**src/rtl/wshb_rr_arbiter.sv**
```systemverilog
// rtl/wshb_rr_arbiter.sv - two-master round-robin Wishbone arbiter with bounded-hold preemption
// Grants the shared slave to one master at a time, always passing through one IDLE cycle on a switch.
module wshb_rr_arbiter #(
  parameter int DATA_BYTES = 4,
  parameter int ADDR_W     = 32,
  parameter int MAX_HOLD   = 64,
  parameter int CNT_W      = 8
) (
  input  logic                    sys_clk,
  input  logic                    sys_rst_n,

  input  logic                    m0_cyc,
  input  logic                    m0_stb,
  input  logic                    m0_we,
  input  logic [ADDR_W-1:0]       m0_adr,
  input  logic [8*DATA_BYTES-1:0] m0_dat_ms,
  input  logic [DATA_BYTES-1:0]   m0_sel,
  input  logic [2:0]              m0_cti,
  input  logic [1:0]              m0_bte,
  output logic                    m0_ack,
  output logic                    m0_err,
  output logic                    m0_rty,
  output logic [8*DATA_BYTES-1:0] m0_dat_sm,

  input  logic                    m1_cyc,
  input  logic                    m1_stb,
  input  logic                    m1_we,
  input  logic [ADDR_W-1:0]       m1_adr,
  input  logic [8*DATA_BYTES-1:0] m1_dat_ms,
  input  logic [DATA_BYTES-1:0]   m1_sel,
  input  logic [2:0]              m1_cti,
  input  logic [1:0]              m1_bte,
  output logic                    m1_ack,
  output logic                    m1_err,
  output logic                    m1_rty,
  output logic [8*DATA_BYTES-1:0] m1_dat_sm,

  output logic                    s_cyc,
  output logic                    s_stb,
  output logic                    s_we,
  output logic [ADDR_W-1:0]       s_adr,
  output logic [8*DATA_BYTES-1:0] s_dat_ms,
  output logic [DATA_BYTES-1:0]   s_sel,
  output logic [2:0]              s_cti,
  output logic [1:0]              s_bte,
  input  logic                    s_ack,
  input  logic                    s_err,
  input  logic                    s_rty,
  input  logic [8*DATA_BYTES-1:0] s_dat_sm,

  output logic [1:0]              gnt
);

  localparam bit PREEMPT_EN = (MAX_HOLD > 0);
  // Counter ceiling: one below MAX_HOLD, so the final permitted transfer is the preempting one.
  localparam logic [CNT_W-1:0] HOLD_LAST = PREEMPT_EN ? CNT_W'(MAX_HOLD - 1) : {CNT_W{1'b1}};

  typedef enum logic [1:0] {
    IDLE = 2'd0,
    GNT0 = 2'd1,
    GNT1 = 2'd2
  } state_e;

  state_e           state_q, state_d;
  logic             last_q, last_d;
  logic [CNT_W-1:0] cnt_q, cnt_d;

  logic term;
  logic hold_done;
  logic [CNT_W-1:0] cnt_inc;

  always_ff @(posedge sys_clk or negedge sys_rst_n) begin
    if (!sys_rst_n) begin
      state_q <= IDLE;
      last_q  <= 1'b1;
      cnt_q   <= '0;
    end else begin
      state_q <= state_d;
      last_q  <= last_d;
      cnt_q   <= cnt_d;
    end
  end

  assign term      = s_stb & (s_ack | s_err | s_rty);
  assign hold_done = PREEMPT_EN && (cnt_q == HOLD_LAST) && term;
  assign cnt_inc   = (cnt_q == HOLD_LAST) ? cnt_q : cnt_q + 1'b1;

  always_comb begin
    state_d = state_q;
    last_d  = last_q;
    cnt_d   = cnt_q;
    case (state_q)
      IDLE: begin
        if (m0_cyc && (!m1_cyc || last_q)) begin
          state_d = GNT0;
          cnt_d   = '0;
        end else if (m1_cyc) begin
          state_d = GNT1;
          cnt_d   = '0;
        end
      end
      GNT0: begin
        if (!m0_cyc || (hold_done && m1_cyc)) begin
          state_d = IDLE;
          last_d  = 1'b0;
        end else if (term) begin
          cnt_d = cnt_inc;
        end
      end
      GNT1: begin
        if (!m1_cyc || (hold_done && m0_cyc)) begin
          state_d = IDLE;
          last_d  = 1'b1;
        end else if (term) begin
          cnt_d = cnt_inc;
        end
      end
      default: begin
        state_d = IDLE;
      end
    endcase
  end

  // Read data is broadcast; only the terminations are steered to the granted master.
  always_comb begin
    gnt       = 2'b00;
    s_cyc     = 1'b0;
    s_stb     = 1'b0;
    s_we      = 1'b0;
    s_adr     = '0;
    s_dat_ms  = '0;
    s_sel     = '0;
    s_cti     = '0;
    s_bte     = '0;
    m0_ack    = 1'b0;
    m0_err    = 1'b0;
    m0_rty    = 1'b0;
    m1_ack    = 1'b0;
    m1_err    = 1'b0;
    m1_rty    = 1'b0;
    m0_dat_sm = s_dat_sm;
    m1_dat_sm = s_dat_sm;
    case (state_q)
      GNT0: begin
        gnt      = 2'b01;
        s_cyc    = m0_cyc;
        s_stb    = m0_stb;
        s_we     = m0_we;
        s_adr    = m0_adr;
        s_dat_ms = m0_dat_ms;
        s_sel    = m0_sel;
        s_cti    = m0_cti;
        s_bte    = m0_bte;
        m0_ack   = m0_stb & s_ack;
        m0_err   = m0_stb & s_err;
        m0_rty   = m0_stb & s_rty;
      end
      GNT1: begin
        gnt      = 2'b10;
        s_cyc    = m1_cyc;
        s_stb    = m1_stb;
        s_we     = m1_we;
        s_adr    = m1_adr;
        s_dat_ms = m1_dat_ms;
        s_sel    = m1_sel;
        s_cti    = m1_cti;
        s_bte    = m1_bte;
        m1_ack   = m1_stb & s_ack;
        m1_err   = m1_stb & s_err;
        m1_rty   = m1_stb & s_rty;
      end
      default: begin
        gnt = 2'b00;
      end
    endcase
  end

endmodule

```
**config.mk**
```make
export PLATFORM = sky130hd
export DESIGN_NAME = wshb_rr_arbiter
export DESIGN_NICKNAME = d
export VERILOG_FILES = /design/src/rtl/wshb_rr_arbiter.sv
export SDC_FILE = /design/constraint.sdc
export NUM_CORES = 1
export LEC_CHECK = 0
export CAP_MARGIN = 20
export CORE_AREA = 2 2 129 131
export CTS_CLUSTER_DIAMETER = 100
export DETAILED_ROUTE_END_ITERATION = 12
export DIE_AREA = 0 0 131 133
export PLACE_DENSITY_LB_ADDON = 0.3
export SLEW_MARGIN = 20
export SYNTH_ARGS = -nofsm -noshare
export SYNTH_HDL_FRONTEND = slang
export SYNTH_SLANG_ARGS = --single-unit
```
**constraint.sdc**
```tcl
create_clock -name sys_clk -period 3.4 [get_ports sys_clk]
set_clock_uncertainty 0.15 [all_clocks]
set_input_delay 0.34 -clock sys_clk [delete_from_list [all_inputs] [get_ports sys_clk]]
set_output_delay 0.34 -clock sys_clk [all_outputs]
set_load 0.05 [all_outputs]
```
Word level (Yosys, flattened, before mapping)
Cells that the tools add are included.

storage, ports and cells
  bits of input ports = 189
  register bits after elaboration = 11

operators by class
  add/subtract/negate cells = 1
  muxes and demuxes = 30
  equality and inequality tests = 8
  bitwise logic cells = 9
  reduce and logical (&&, ||, !) cells = 15

operators by type and width
  cell                 number
  $pmux 32 s2          2
  $mux 8               6
  $pmux 8 s3           1
  $add 8x1->8 const B  1
  $eq 8x6->1 const B   1
  $mux 1               8
  $mux 2               4
  $ne 2x2->1 const B   4
  $pmux 1 s2           4
  $pmux 2 s2           2
  $pmux 4 s2           1
  $and 1x1->1          7
  $pmux 2 s3           1
  $pmux 3 s2           1
  $reduce_and 3->1     2
  $logic_and 1x1->1    4
  $reduce_and 4->1     1
  $logic_or 1x1->1     3
  $ne 3x3->1 const B   1
  $reduce_bool 3->1    1
  $eq 2x1->1 const B   1
  $eq 2x2->1 const B   1
  $logic_not 1->1      2
  $logic_not 2->1      1
  other kinds (2)      3

Logic depth before layout (Yosys ltp)
Gate-level depths: netlist of the first run.

  depth after elaboration = 8
  mapped depth = 8
  mapped depth without buffers = 7

Worst setup path after synthesis of the first run
Ideal clock, no wire load.

  kind = register -> output
  from = reg state_q[0]
  to = out s_dat_ms[29]
  path slack = 692 ps
  stages on the path, launching flop included = 8
  buffers on the path = 3
  data arrival time = 2,218 ps
  path through = dfrtp_1 -> inv_1 -> ha_1 -> buf_2 -> buf_1 -> clkbuf_1 -> a22oi_1 -> nor2b_1

between the ends
  cells in the longest elaborated chain, start to end = 2
  elaborated cells on any way between the ends = 3
  classes of those cells = 2 x eq/ne; 1 x mux

RTL lines
  what                                      line  RTL
  start: declaration                        64    state_e state_q, state_d;
  start signal: assignment                  78    state_q <= state_d;
  $eq 2x2->1 or $eq 2x1->1 (tied branches)  143   case (state_q)
  $pmux 32 s2 *                             143
  end: declaration                          42    output logic [8*DATA_BYTES-1:0] s_dat_ms,

Every way passes the cells marked *; elsewhere a longest branch is shown, timed or not.

Worst setup path after layout of the first run
  from = reg state_q[0]
  to = out s_adr[31]

between the ends
  cells in the longest elaborated chain, start to end = 2
  elaborated cells on any way between the ends = 3
  classes of those cells = 2 x eq/ne; 1 x mux

RTL lines
  what                                      line  RTL
  $eq 2x2->1 or $eq 2x1->1 (tied branches)  143
  $pmux 32 s2 *                             143
  end: declaration                          41    output logic [ADDR_W-1:0] s_adr,

Marks and branches as above.

==> results of run 1 <==
[flip-flops by register name (all words and copies together) (netlist names)]
register	flops
state_q	2
last_q	1
cnt_q	8
[metrics by stage]
stage               hold WS, ns  power (W)  setup slack [ns]
floorplan                -0.106    0.00307             0.692
global placement          0.366    0.00412             0.570
detailed placement        0.376    0.00414             0.442
CTS                       0.345    0.00438             0.176
global route              0.362    0.00461            0.0210
finish                    0.320    0.00433             0.230
[cells in the mapped netlist (all sizes together), types with 4 or more instances]
cell type	number	area, um^2
dfrtp	10	250
ha	7	87.6
nand2	11	41.3
clkbuf	22	82.6
a21oi	4	20.0
and3	6	37.5
nand2b	4	25.0
a22o	4	35.0
mux2i	4	40.0
buf	72	522
o21ai	9	45.0
nand3	6	55.1
a22oi	76	571
nor2b	75	469
inv	6	22.5
[routing by layer]
layer	part of all wire, %	track usage [%]
met5	0	0
met2	46	21.8
met3	15	7.84
met4	1.4	3.43
met1	38	14.9
[cells by family (layout without fill, tap and decap cells)]
family,after synthesis,in the layout,synth area share (%)
AOI/OAI and AO/OA,105,105,30.1
adders and majority gates,7,7,3.38
buffers and inverters,100,257,24.2
DFF,11,11,10.7
muxes,4,4,1.55
and+or+nand+nor,119,119,30.0
[cell type report]
type	count	area [um^2]
fillers	1698	11400
multi-input cells	235	1690
repair buffers	247	2460
clock buffers	4	78.8
flip-flops and latches	11	277
inverters	6	22.5
well taps	220	275
[where the power goes]
part	total, W	internal [W]	leakage (nW)	switching (W)
Combinational	0.00393	0.00146	1.44	0.00247
Clock	0.000218	0.000158	0.0382	0.0000606
Sequential	0.000181	0.000158	0.147	0.0000229
[worst reg2reg max path, cell delays in order, from the launching register on]
cell and delay, ns:
dfrtp_1 0.39, inv_1 0.11, ha_2 0.55, buf_4 0.28, buf_4 0.24, nand3_4 0.14
nor3b_4 0.36, or2_1 0.39, o221ai_1 0.17
[worst max-delay path by stage]
stage                        end  slack (ns)  cells past startpoint
floorplan           s_dat_ms[29]        0.69                      7
finish                 s_adr[31]        0.23                      5
detailed placement     s_adr[31]        0.44                      5
CTS                    s_adr[31]        0.18                      5
global route         s_dat_ms[1]        0.02                      5
global placement    s_dat_ms[16]        0.57                      5
==> flow_summary.json, run 1 <==
{
  "status": "finished, final reports clean",
  "synth_warnings": 0,
  "worstSetupEndpointType": "output pin",
  "worstPathMaxFanout": 38,
  "fin_crit_ns": 3.17,
  "numCtsBuffers": 3,
  "post_cts_buffers": 0,
  "std_cell_rows": 47,
  "grt_pass1_wl_um": 18100,
  "worstSetupPathType": "reg -> out",
  "max-slew-margin-rel_pct": 60.6,
  "grt_overflow": 0,
  "clkTransAtPathRegs_ns": 0.04,
  "tritoncts": "yes",
  "critPathSlowestCell": "clkdlybuf4s50_1",
  "layout_commonest_cell": "clkdlybuf4s50_1",
  "postRouteAntennaNets": 0,
  "syn_nets": 542,
  "synth-seq-cells": 11,
  "vdd_drop_max_v": 0.000455,
  "finalSetupTns_ns": 0,
  "place_congestion": 0.799,
  "core_mm2": 0.0162,
  "synth-main-ff-cell": "dfrtp_1",
  "finalSetupViolCount": 0,
  "cts_resized": 0,
  "reg2reg_slack_ns": 0.47,
  "grtUsageTotal_pct": 13.4,
  "final_nets": 700,
  "initial_core_util_pct": 16.0,
  "seq_area_frac_synth_pct": 10.7,
  "die_h_um": 133,
  "route.vias.total": 3095,
  "critical_path_required_ns": 2.91,
  "firstDrtPassIters": 4,
  "timing.rr.start": "state_q[0]",
  "critPathLaunchType": "register",
  "dieArea_mm2": 0.0174,
  "period_share_pct": 93.2,
  "vias_per_cell": 4.28,
  "hold_class": "in -> async",
  "placedInstanceArea_mm2": 0.00473,
  "final_cell_mix": "clkdlybuf4s50_1 (231), a22oi_1 (76), nor2b_1 (75)",
  "hpwl_um": 10200,
  "fin_util_pct": 29.7,
  "cts_sinks": 11,
  "ys_types": 43,
  "crit_chain": "inv_1 -> ha_2 -> buf_4 -> nor2b_1 -> clkdlybuf4s50_1",
  "ctsHoldBuffers": 0,
  "instances_no_fill": 723,
  "drtIter0Drc": 116,
  "p_per_area_mw_per_mm2": 901,
  "final_area_mm2": 0.00480,
  "drive_gt1_share_pct": 6.16,
  "insertion_delay_ns": 0.24,
  "grt_max_degree": 66,
  "portBuffers": 240,
  "synth_edf_count": 0,
  "arrival_ns": 2.68,
  "htreeDepth": 1,
  "syn_area_per_cell_um2": 7.49,
  "grt_pass1_vias": 3258,
  "cp_num_buf_inv": 3,
  "regToRegEndpoint": "cnt_q[3]",
  "cp-startpoint": "state_q[0]",
  "area_delta_synth_final_pct": 85.5,
  "crit_family": "buffers and inverters",
  "ios": 337,
  "drc": 0,
  "routedWlPerCell_um": 17.3,
  "dp_cells": 719,
  "r2r_cells": 8,
  "synth_area_mm2": 0.00259,
  "hold_violations": 0,
  "clock.fmax_mhz": 315,
  "root_buffer": "clkbuf_16",
  "num_antenna_cells": 0,
  "die_w_um": 131,
  "routed_wl_um": 12500,
  "crit_path_max_incr_delay_ns": 0.82,
  "worst_pin_slew_ns": 0.588,
  "synthArstFlopShare_pct": 100,
  "clockBufferDepth": 2,
  "rsz0062_at_grt": "false",
  "cap_violations": 0,
  "power_leakage_nw": 1.62,
  "syn_inst": 346,
  "antenna_found_initial": 0,
  "drv_slew": 0
}
Note: power is estimated with default switching activity, not from simulation.
==> run 2: changes to the inputs <==
--- a/config.mk
+++ b/config.mk
@@ -8,6 +8,7 @@
 export CAP_MARGIN = 20
 export CORE_AREA = 2 2 129 131
 export CTS_CLUSTER_DIAMETER = 100
+export CTS_CLUSTER_SIZE = 14
 export DETAILED_ROUTE_END_ITERATION = 12
 export DIE_AREA = 0 0 131 133
 export PLACE_DENSITY_LB_ADDON = 0.3
==> results of run 2 <==
Final layout, timing and power as in run 1 (identical DEF).
==> run 3: changes to the inputs <==
--- a/config.mk
+++ b/config.mk
@@ -12,6 +12,7 @@
 export DETAILED_ROUTE_END_ITERATION = 12
 export DIE_AREA = 0 0 131 133
 export PLACE_DENSITY_LB_ADDON = 0.3
+export SKIP_LAST_GASP = 1
 export SLEW_MARGIN = 20
 export SYNTH_ARGS = -nofsm -noshare
 export SYNTH_HDL_FRONTEND = slang
==> results of run 3 <==
Final layout, timing and power as in run 1 (identical DEF).
